[config.mk]
export PLATFORM = sky130hd
export DESIGN_NAME = siso_frame_deserializer_flat
export DESIGN_NICKNAME = d
export VERILOG_FILES = /design/src/rtl/siso_frame_deserializer_if.sv /design/src/rtl/siso_frame_deserializer.sv /design/src/flat_wrapper.sv
export SDC_FILE = /design/constraint.sdc
export NUM_CORES = 1
export LEC_CHECK = 0
export ABC_AREA = 1
export CAP_MARGIN = 20
export CORE_MARGIN = 4
export CORE_UTILIZATION = 49
export CTS_BUF_LIST = sky130_fd_sc_hd__clkbuf_16
export CTS_CLUSTER_DIAMETER = 30
export CTS_CLUSTER_SIZE = 14
export DETAILED_ROUTE_END_ITERATION = 16
export PLACE_DENSITY = 0.74
export SETUP_SLACK_MARGIN = 0.4
export SLEW_MARGIN = 10
export SYNTH_ARGS = -nofsm -noshare
export SYNTH_HDL_FRONTEND = slang
export SYNTH_SLANG_ARGS = --single-unit
[constraint.sdc]
create_clock -name clk -period 1 [get_ports clk]
set_input_delay 0.15 -clock clk [delete_from_list [all_inputs] [get_ports clk]]
set_output_delay 0.15 -clock clk [all_outputs]
set_load 0.02 [all_outputs]
[src/rtl/siso_frame_deserializer_if.sv]
// Bundle of serial input, parallel output and error pulses for the frame deserializer.
// Latency: n/a (wires only). Backpressure: data_ready from consumer qualifies data_valid.
// Ports: serial_in, data_ready (towards deserializer); data_out, data_valid, frame_err, overrun (from it).
interface siso_frame_deserializer_if #(
    parameter int WIDTH = 4
);
    logic             serial_in;
    logic [WIDTH-1:0] data_out;
    logic             data_valid;
    logic             data_ready;
    logic             frame_err;
    logic             overrun;

    // master: the environment driving bits in and consuming words
    modport master (
        output serial_in,
        output data_ready,
        input  data_out,
        input  data_valid,
        input  frame_err,
        input  overrun
    );

    // slave: the deserializer itself
    modport slave (
        input  serial_in,
        input  data_ready,
        output data_out,
        output data_valid,
        output frame_err,
        output overrun
    );
endinterface

[src/rtl/siso_frame_deserializer.sv]
// Purpose: frames start(1) + WIDTH data bits LSB-first [+ even parity] + stop(0) into a word.
// Latency: word valid the cycle after the stop bit edge; frame_err/overrun are 1-cycle pulses.
// Backpressure: one-word holding buffer; a good frame arriving while it is full and not
//   being consumed is dropped and flagged with overrun.
// Ports: clk, reset (async, active-high), bus (slave modport of siso_frame_deserializer_if).
// Optional macro FRAME_DESER_PARITY_EN adds an even-parity bit between data and stop.
module siso_frame_deserializer #(
    parameter int WIDTH = 4
) (
    input  logic                      clk,
    input  logic                      reset,
    siso_frame_deserializer_if.slave  bus
);

    localparam int CW = (WIDTH > 1) ? $clog2(WIDTH) : 1;

`ifdef FRAME_DESER_PARITY_EN
    typedef enum logic [1:0] {IDLE, DATA, PARITY, STOP} state_t;
`else
    typedef enum logic [1:0] {IDLE, DATA, STOP} state_t;
`endif

    state_t           state, state_nxt;
    logic [CW-1:0]    cnt, cnt_nxt;
    logic [WIDTH-1:0] shreg, shreg_nxt;
    logic [WIDTH-1:0] data_q;
    logic             valid_q;
    logic             ferr_q;
    logic             ovr_q;
    logic             good;
    logic             bad;
    logic             parity_ok;

`ifdef FRAME_DESER_PARITY_EN
    logic par_bit, par_nxt;
    // even parity: data bits plus parity bit must hold an even number of ones
    assign parity_ok = ~(^{shreg, par_bit});
`else
    assign parity_ok = 1'b1;
`endif

    // next-state and frame decode
    always_comb begin
        state_nxt = state;
        cnt_nxt   = cnt;
        shreg_nxt = shreg;
        good      = 1'b0;
        bad       = 1'b0;
`ifdef FRAME_DESER_PARITY_EN
        par_nxt   = par_bit;
`endif
        case (state)
            IDLE: begin
                if (bus.serial_in) begin
                    state_nxt = DATA;
                    cnt_nxt   = '0;
                end
            end
            DATA: begin
                shreg_nxt[cnt] = bus.serial_in;
                if (cnt == CW'(WIDTH - 1)) begin
                    cnt_nxt = '0;
`ifdef FRAME_DESER_PARITY_EN
                    state_nxt = PARITY;
`else
                    state_nxt = STOP;
`endif
                end else begin
                    cnt_nxt = cnt + CW'(1);
                end
            end
`ifdef FRAME_DESER_PARITY_EN
            PARITY: begin
                par_nxt   = bus.serial_in;
                state_nxt = STOP;
            end
`endif
            STOP: begin
                // always back to IDLE: a 1 here is a bad stop, never a new start
                state_nxt = IDLE;
                if (!bus.serial_in && parity_ok) begin
                    good = 1'b1;
                end else begin
                    bad = 1'b1;
                end
            end
            default: begin
                state_nxt = IDLE;
            end
        endcase
    end

    always_ff @(posedge clk or posedge reset) begin
        if (reset) begin
            state   <= IDLE;
            cnt     <= '0;
            shreg   <= '0;
            data_q  <= '0;
            valid_q <= 1'b0;
            ferr_q  <= 1'b0;
            ovr_q   <= 1'b0;
`ifdef FRAME_DESER_PARITY_EN
            par_bit <= 1'b0;
`endif
        end else begin
            state  <= state_nxt;
            cnt    <= cnt_nxt;
            shreg  <= shreg_nxt;
            ferr_q <= bad;
            ovr_q  <= 1'b0;
`ifdef FRAME_DESER_PARITY_EN
            par_bit <= par_nxt;
`endif
            if (good) begin
                // buffer free, or being consumed this edge: load; otherwise drop
                if (!valid_q || bus.data_ready) begin
                    data_q  <= shreg;
                    valid_q <= 1'b1;
                end else begin
                    ovr_q <= 1'b1;
                end
            end else if (valid_q && bus.data_ready) begin
                valid_q <= 1'b0;
            end
        end
    end

    assign bus.data_out   = data_q;
    assign bus.data_valid = valid_q;
    assign bus.frame_err  = ferr_q;
    assign bus.overrun    = ovr_q;

endmodule
[src/flat_wrapper.sv]
// flat-port wrapper written by rule: the top's interface ports become plain ports
module siso_frame_deserializer_flat 
#(
    parameter int WIDTH = 4
)
  (clk, reset, bus_serial_in, bus_data_ready, bus_data_out, bus_data_valid, bus_frame_err, bus_overrun);
  siso_frame_deserializer_if #(.WIDTH(WIDTH)) bus_i ();
  input  logic clk;
  input  logic reset;
  input wire logic [$bits(bus_i.serial_in)-1:0] bus_serial_in;
  input wire logic [$bits(bus_i.data_ready)-1:0] bus_data_ready;
  output wire logic [$bits(bus_i.data_out)-1:0] bus_data_out;
  output wire logic [$bits(bus_i.data_valid)-1:0] bus_data_valid;
  output wire logic [$bits(bus_i.frame_err)-1:0] bus_frame_err;
  output wire logic [$bits(bus_i.overrun)-1:0] bus_overrun;
  assign bus_i.serial_in = bus_serial_in;
  assign bus_i.data_ready = bus_data_ready;
  assign bus_data_out = bus_i.data_out;
  assign bus_data_valid = bus_i.data_valid;
  assign bus_frame_err = bus_i.frame_err;
  assign bus_overrun = bus_i.overrun;
  siso_frame_deserializer #(.WIDTH(WIDTH)) u_core (.clk(clk), .reset(reset), .bus(bus_i));
endmodule
== After elaboration in Yosys (flattened, before gate mapping) ==
Cells that the tools add are included.
Widths: inputs -> output; s select.
Word-level totals
  register bits: 15
  bits in latches: 0
  memory bits (writable): 0
  memory bits (read-only): 0
  bits of input ports: 4
  output and inout bits: 7
  logic and storage cells: 45
  memories kept: 0
Cells by class
  add/sub/neg operators: 1
  multiply operators: 0
  div/mod/pow operators: 0
  $lt $le $gt $ge: 2
  eq/ne operators: 6
  shifts and indexed selects: 0
  multiplexer cells: 18
  bitwise gates (word level): 0
  reduce and logical (&&, ||, !) cells: 11
Operators by type and width (number)
  $mux 1: 10
  $mux 2: 4
  $pmux 2 s2: 2
  $reduce_and 2->1: 4
  $bwmux 4: 1
  $eq 2x2->1 const B: 2
  $ne 2x2->1 const B: 2
  $reduce_bool 2->1: 2
  $lt 2x3->1 const B: 1
  $add 2x1->2 const B: 1
  $demux 1 s2: 1
  $eq 2x1->1 const B: 1
  $ge 2x1->1 const B: 1
  $logic_and 1x1->1: 2
  $logic_not 2->1: 1
  $ne 2x1->1 const B: 1
  $logic_not 1->1: 1
  $logic_or 1x1->1: 1

== Logic depth before layout (Yosys ltp) ==
  word-level depth: 5
  depth in mapped cells: 6
  mapped depth without buffers: 5

== Least setup slack after synthesis ==
No wires, ideal clock.
  path type: flip-flop to flip-flop
  start: register u_core.valid_q (netlist: u_core.bus.data_valid)
  end: register u_core.data_q[0] (netlist: u_core.bus.data_out[0])
  library setup time: 117 ps
  arrival: 869 ps
  required time: 883 ps
  setup slack: 14 ps
  stages on the path, launching flop included: 5
  path buffers: 0
  clock period less this slack: 986 ps
  path through: dfrtp_1 nand2_1 nand3_1 nand2_1 nand2_1
Between the ends
  word-level cells in the longest chain between the ends: 3
RTL lines
  start: declaration: RTL line siso_frame_deserializer.sv:27  | logic valid_q;
  start signal: assignment: RTL line siso_frame_deserializer.sv:99  | valid_q <= 1'b0;
  start signal: assignment: RTL line siso_frame_deserializer.sv:118  | valid_q <= 1'b1;
  start signal: assignment: RTL line siso_frame_deserializer.sv:123  | valid_q <= 1'b0;
  $logic_not 1->1: RTL line siso_frame_deserializer.sv:116  | if (!valid_q || bus.data_ready) begin
  $logic_or 1x1->1: RTL line siso_frame_deserializer.sv:116
  $reduce_and 2->1 (no source line)
  end signal: assignment: RTL line siso_frame_deserializer.sv:117  | data_q <= shreg;
  end: declaration: RTL line siso_frame_deserializer.sv:26  | logic [WIDTH-1:0] data_q;
Every way passes these cells.
A chain may end at the register's enable or synchronous reset.

== Worst setup path in the final report ==
  start: register u_core.state[1]
  end: register u_core.shreg[3]
Between the ends
  word-level cells in the longest chain between the ends: 1
RTL lines
  start: declaration: RTL line siso_frame_deserializer.sv:23  | state_t state, state_nxt;
  start signal: assignment: RTL line siso_frame_deserializer.sv:106  | state <= state_nxt;
  $eq 2x1->1: RTL line siso_frame_deserializer.sv:52  | case (state)
  end signal: assignment: RTL line siso_frame_deserializer.sv:108  | shreg <= shreg_nxt;
  end: declaration: RTL line siso_frame_deserializer.sv:25  | logic [WIDTH-1:0] shreg, shreg_nxt;
Every way passes these cells.

==> results.toml <==
[timing]
hold_viol = 0
finalSetupTns_ns = -1.05
drv_slew = 0
skew_ns = 0.00403
tightest_slew_ns = 0.290
slew_headroom_pct = 80.6
clock.fmax_mhz = 860
report.final.setup_viol = 13
rsz0062_at_grt = "yes"
fin_ws_ns = -0.162
fin_crit_sh_pct = 116
finalCriticalPeriod_ns = 1.16
fin_hold_ws_ns = 0.228

[layout]
areaGrowthSynthToFinish_pct = 75.1
final_common_cell = "buf_4"
seqCellArea_sq_um = 382
drive_above_1_share_pct = 64.4
finalNetCount = 110
layout_common_cells = "buf_4 (16), nand2_2 (11), buf_6 (11)"
antenna_cells = 0
fillers = 18
multi_input_area_sq_um = 369

[clock_tree]
cts_tree = "yes"
clockBufferDepth = 2
cts_buffers = 3
holdBufCountCts = 0
path_clk_slew_ns = 0.05
ctsRootBufferMaster = "clkbuf_16"
clock_sinks = 15
clkLatencyLatePin_ns = 0.25
h-tree-depth = 1

[flow_run]
max-cap-violations = 0

[global_route]
grt-ovfl-total = 0
grt.total_usage_pct = 22.4
grt_pass1_vias = 635
grt_pass1_wl_um = 3040
grt_max_degree = 16
grt_antenna_before_repair = 0

[critical_path]
worstReg2RegStart = "u_core.state[1]"
endpoint_kind = "register"
crit_fanout = 7
critPathKind = "register to register"
required_ns = 1.12
critPathMaxStageDelay_ns = 0.49
cp_data_arrival_time_ns = 1.28
slowest_stage = "dfrtp_2"
startpoint = "u_core.state[1]"
crit_path_start_kind = "register"
path_cells = "inv_2 > nand2_2 > o21ai_1 > nand2_1"

[detailed_routing]
drt-pass1-iter-count = 4
vias_per_cell = 6.28
drt-initial-drc-count = 46
drc = 0
wl_met3_um = 363
wire_per_inst_um = 22.3
top_layer = "met4"
vias = 722
wl_met2_um = 1160
ant_nets = 0
met1_length_um = 892
wl_um = 2570

[placed_design]
routabilityCongestion = 0.693
post-place-ws_ns = -0.201
post-dp-hpwl_um = 925
portBuffers = 10

[worst_hold_path]
holdCritPathClass = "primary input to async pin"

[synth]
synth_top_area_share_pct = 56.9
syn_avg_cell_area_sq_um = 9.70
syn_nets = 76
yosys.area.top_type = "dfrtp_1"
synth_warnings = 0
synth_cell_types = 15
ys_seq_elements = 15
syn_area_sq_um = 659
synthCells = 68
ys_seq_area_share_pct = 56.9
synthTopCellsByArea = "dfrtp_1 (57%), nand2_1 (12%), ha_1 (7.6%), inv_1 (4.0%), nand4_1 (3.8%)"

[outcome]
run_status = "finished with violations"
failed_checks = "setup timing"

[floorplanning]
die-area_sq_mm = 0.00200
core_area_sq_mm = 0.00119
chipWidth_um = 44.7
start_util_pct = 55.6
ios = 11
rows = 12
die-height_um = 44.7

[pwr]
p_leak_nw = 0.573
peakVddDrop_v = 0.00270
power.total_w = 0.00394
p_per_area_mw_per_mm2 = 3410
flip-flops by register name, indices dropped and copies added, names as in the netlist:
register	cells
u_core.bus.data_out	4
u_core.bus.data_valid	1
u_core.bus.frame_err	1
u_core.bus.overrun	1
u_core.cnt	2
u_core.shreg	4
u_core.state	2
layout make-up:
class,instances,share of cell area (%)
Clock inverter,1,0.325
Timing Repair Buffer,30,23.6
Sequential cell,15,33.0
Inverter,8,3.03
Tap cell,14,1.52
Multi-Input combinational cell,44,32.0
Clock buffer,3,6.50
worst max-delay path, delay by kind of cell, from the launching register on:
kind / cells / cell delay, ns
buf+inv: 1 / 0.10
flops: 1 / 0.49
compound gates: 1 / 0.23
simple gates: 2 / 0.21
stage by stage:
step	instances	area, sq um	utilization, %
5_1_grt	115	1150	97.4
3_5_place_dp	100	845	71.2
4_1_cts	112	1020	85.9
6_report	115	1150	97.4
2_1_floorplan	68	671	-
3_3_place_gp	100	845	71.2
path summary, 6_finish.rpt:
| check | endpoint | slack, ns | cells past startpoint |
|---|---|---|---|
| max | u_core.shreg[3] | -0.16 | 4 |
| min | u_core.bus.overrun | 0.23 | 3 |
| max reg2reg | u_core.shreg[3] | -0.16 | 4 |
| min reg2reg | u_core.shreg[2] | 0.53 | 2 |
| max in group asynchronous | u_core.bus.data_valid | 0.58 | 3 |
| min in group clk | u_core.shreg[3] | 0.47 | 3 |
cells in the mapped netlist:
cell,number
buf_6,1
nor2_2,1
nor2_1,2
nand3_1,2
inv_2,1
nand4_1,4
o21a_1,1
nor2_4,2
nor3_1,1
dfrtp_1,15
inv_1,7
o21ai_0,3
nand2_1,21
ha_1,4
o21ai_1,3
repair_timing:
item,4_1_cts,5_1_grt
setup endpoints to repair,22,22
resized for setup,47,33
pin swaps,7,8
setup buffers,8,3
routing by layer:
metal	up-vias	GRT usage [%]
met4	0	16.3
met3	19	6.10
met1	341	22.1
met5	-	0
li1	287	-
met2	75	39.5
cells by family (layout without fill, tap and decap cells):
logic type,Yosys count,after routing,share of synthesized area [%]
and+or+nand+nor,33,33,23.5
adders and majority gates,4,4,7.59
DFF,15,15,56.9
buffers and inverters,9,42,6.26
AOI/OAI and AO/OA,7,7,5.69
where the power goes:
group	leakage, nW	switching (W)	total, W	internal [W]
logic	0.344	0.00103	0.00197	0.000937
clock network	0.0423	0.000275	0.000807	0.000532
registers	0.186	0.000301	0.00116	0.000861
total	0.573	0.00161	0.00394	0.00233
(Power assumes the default switching activity.)
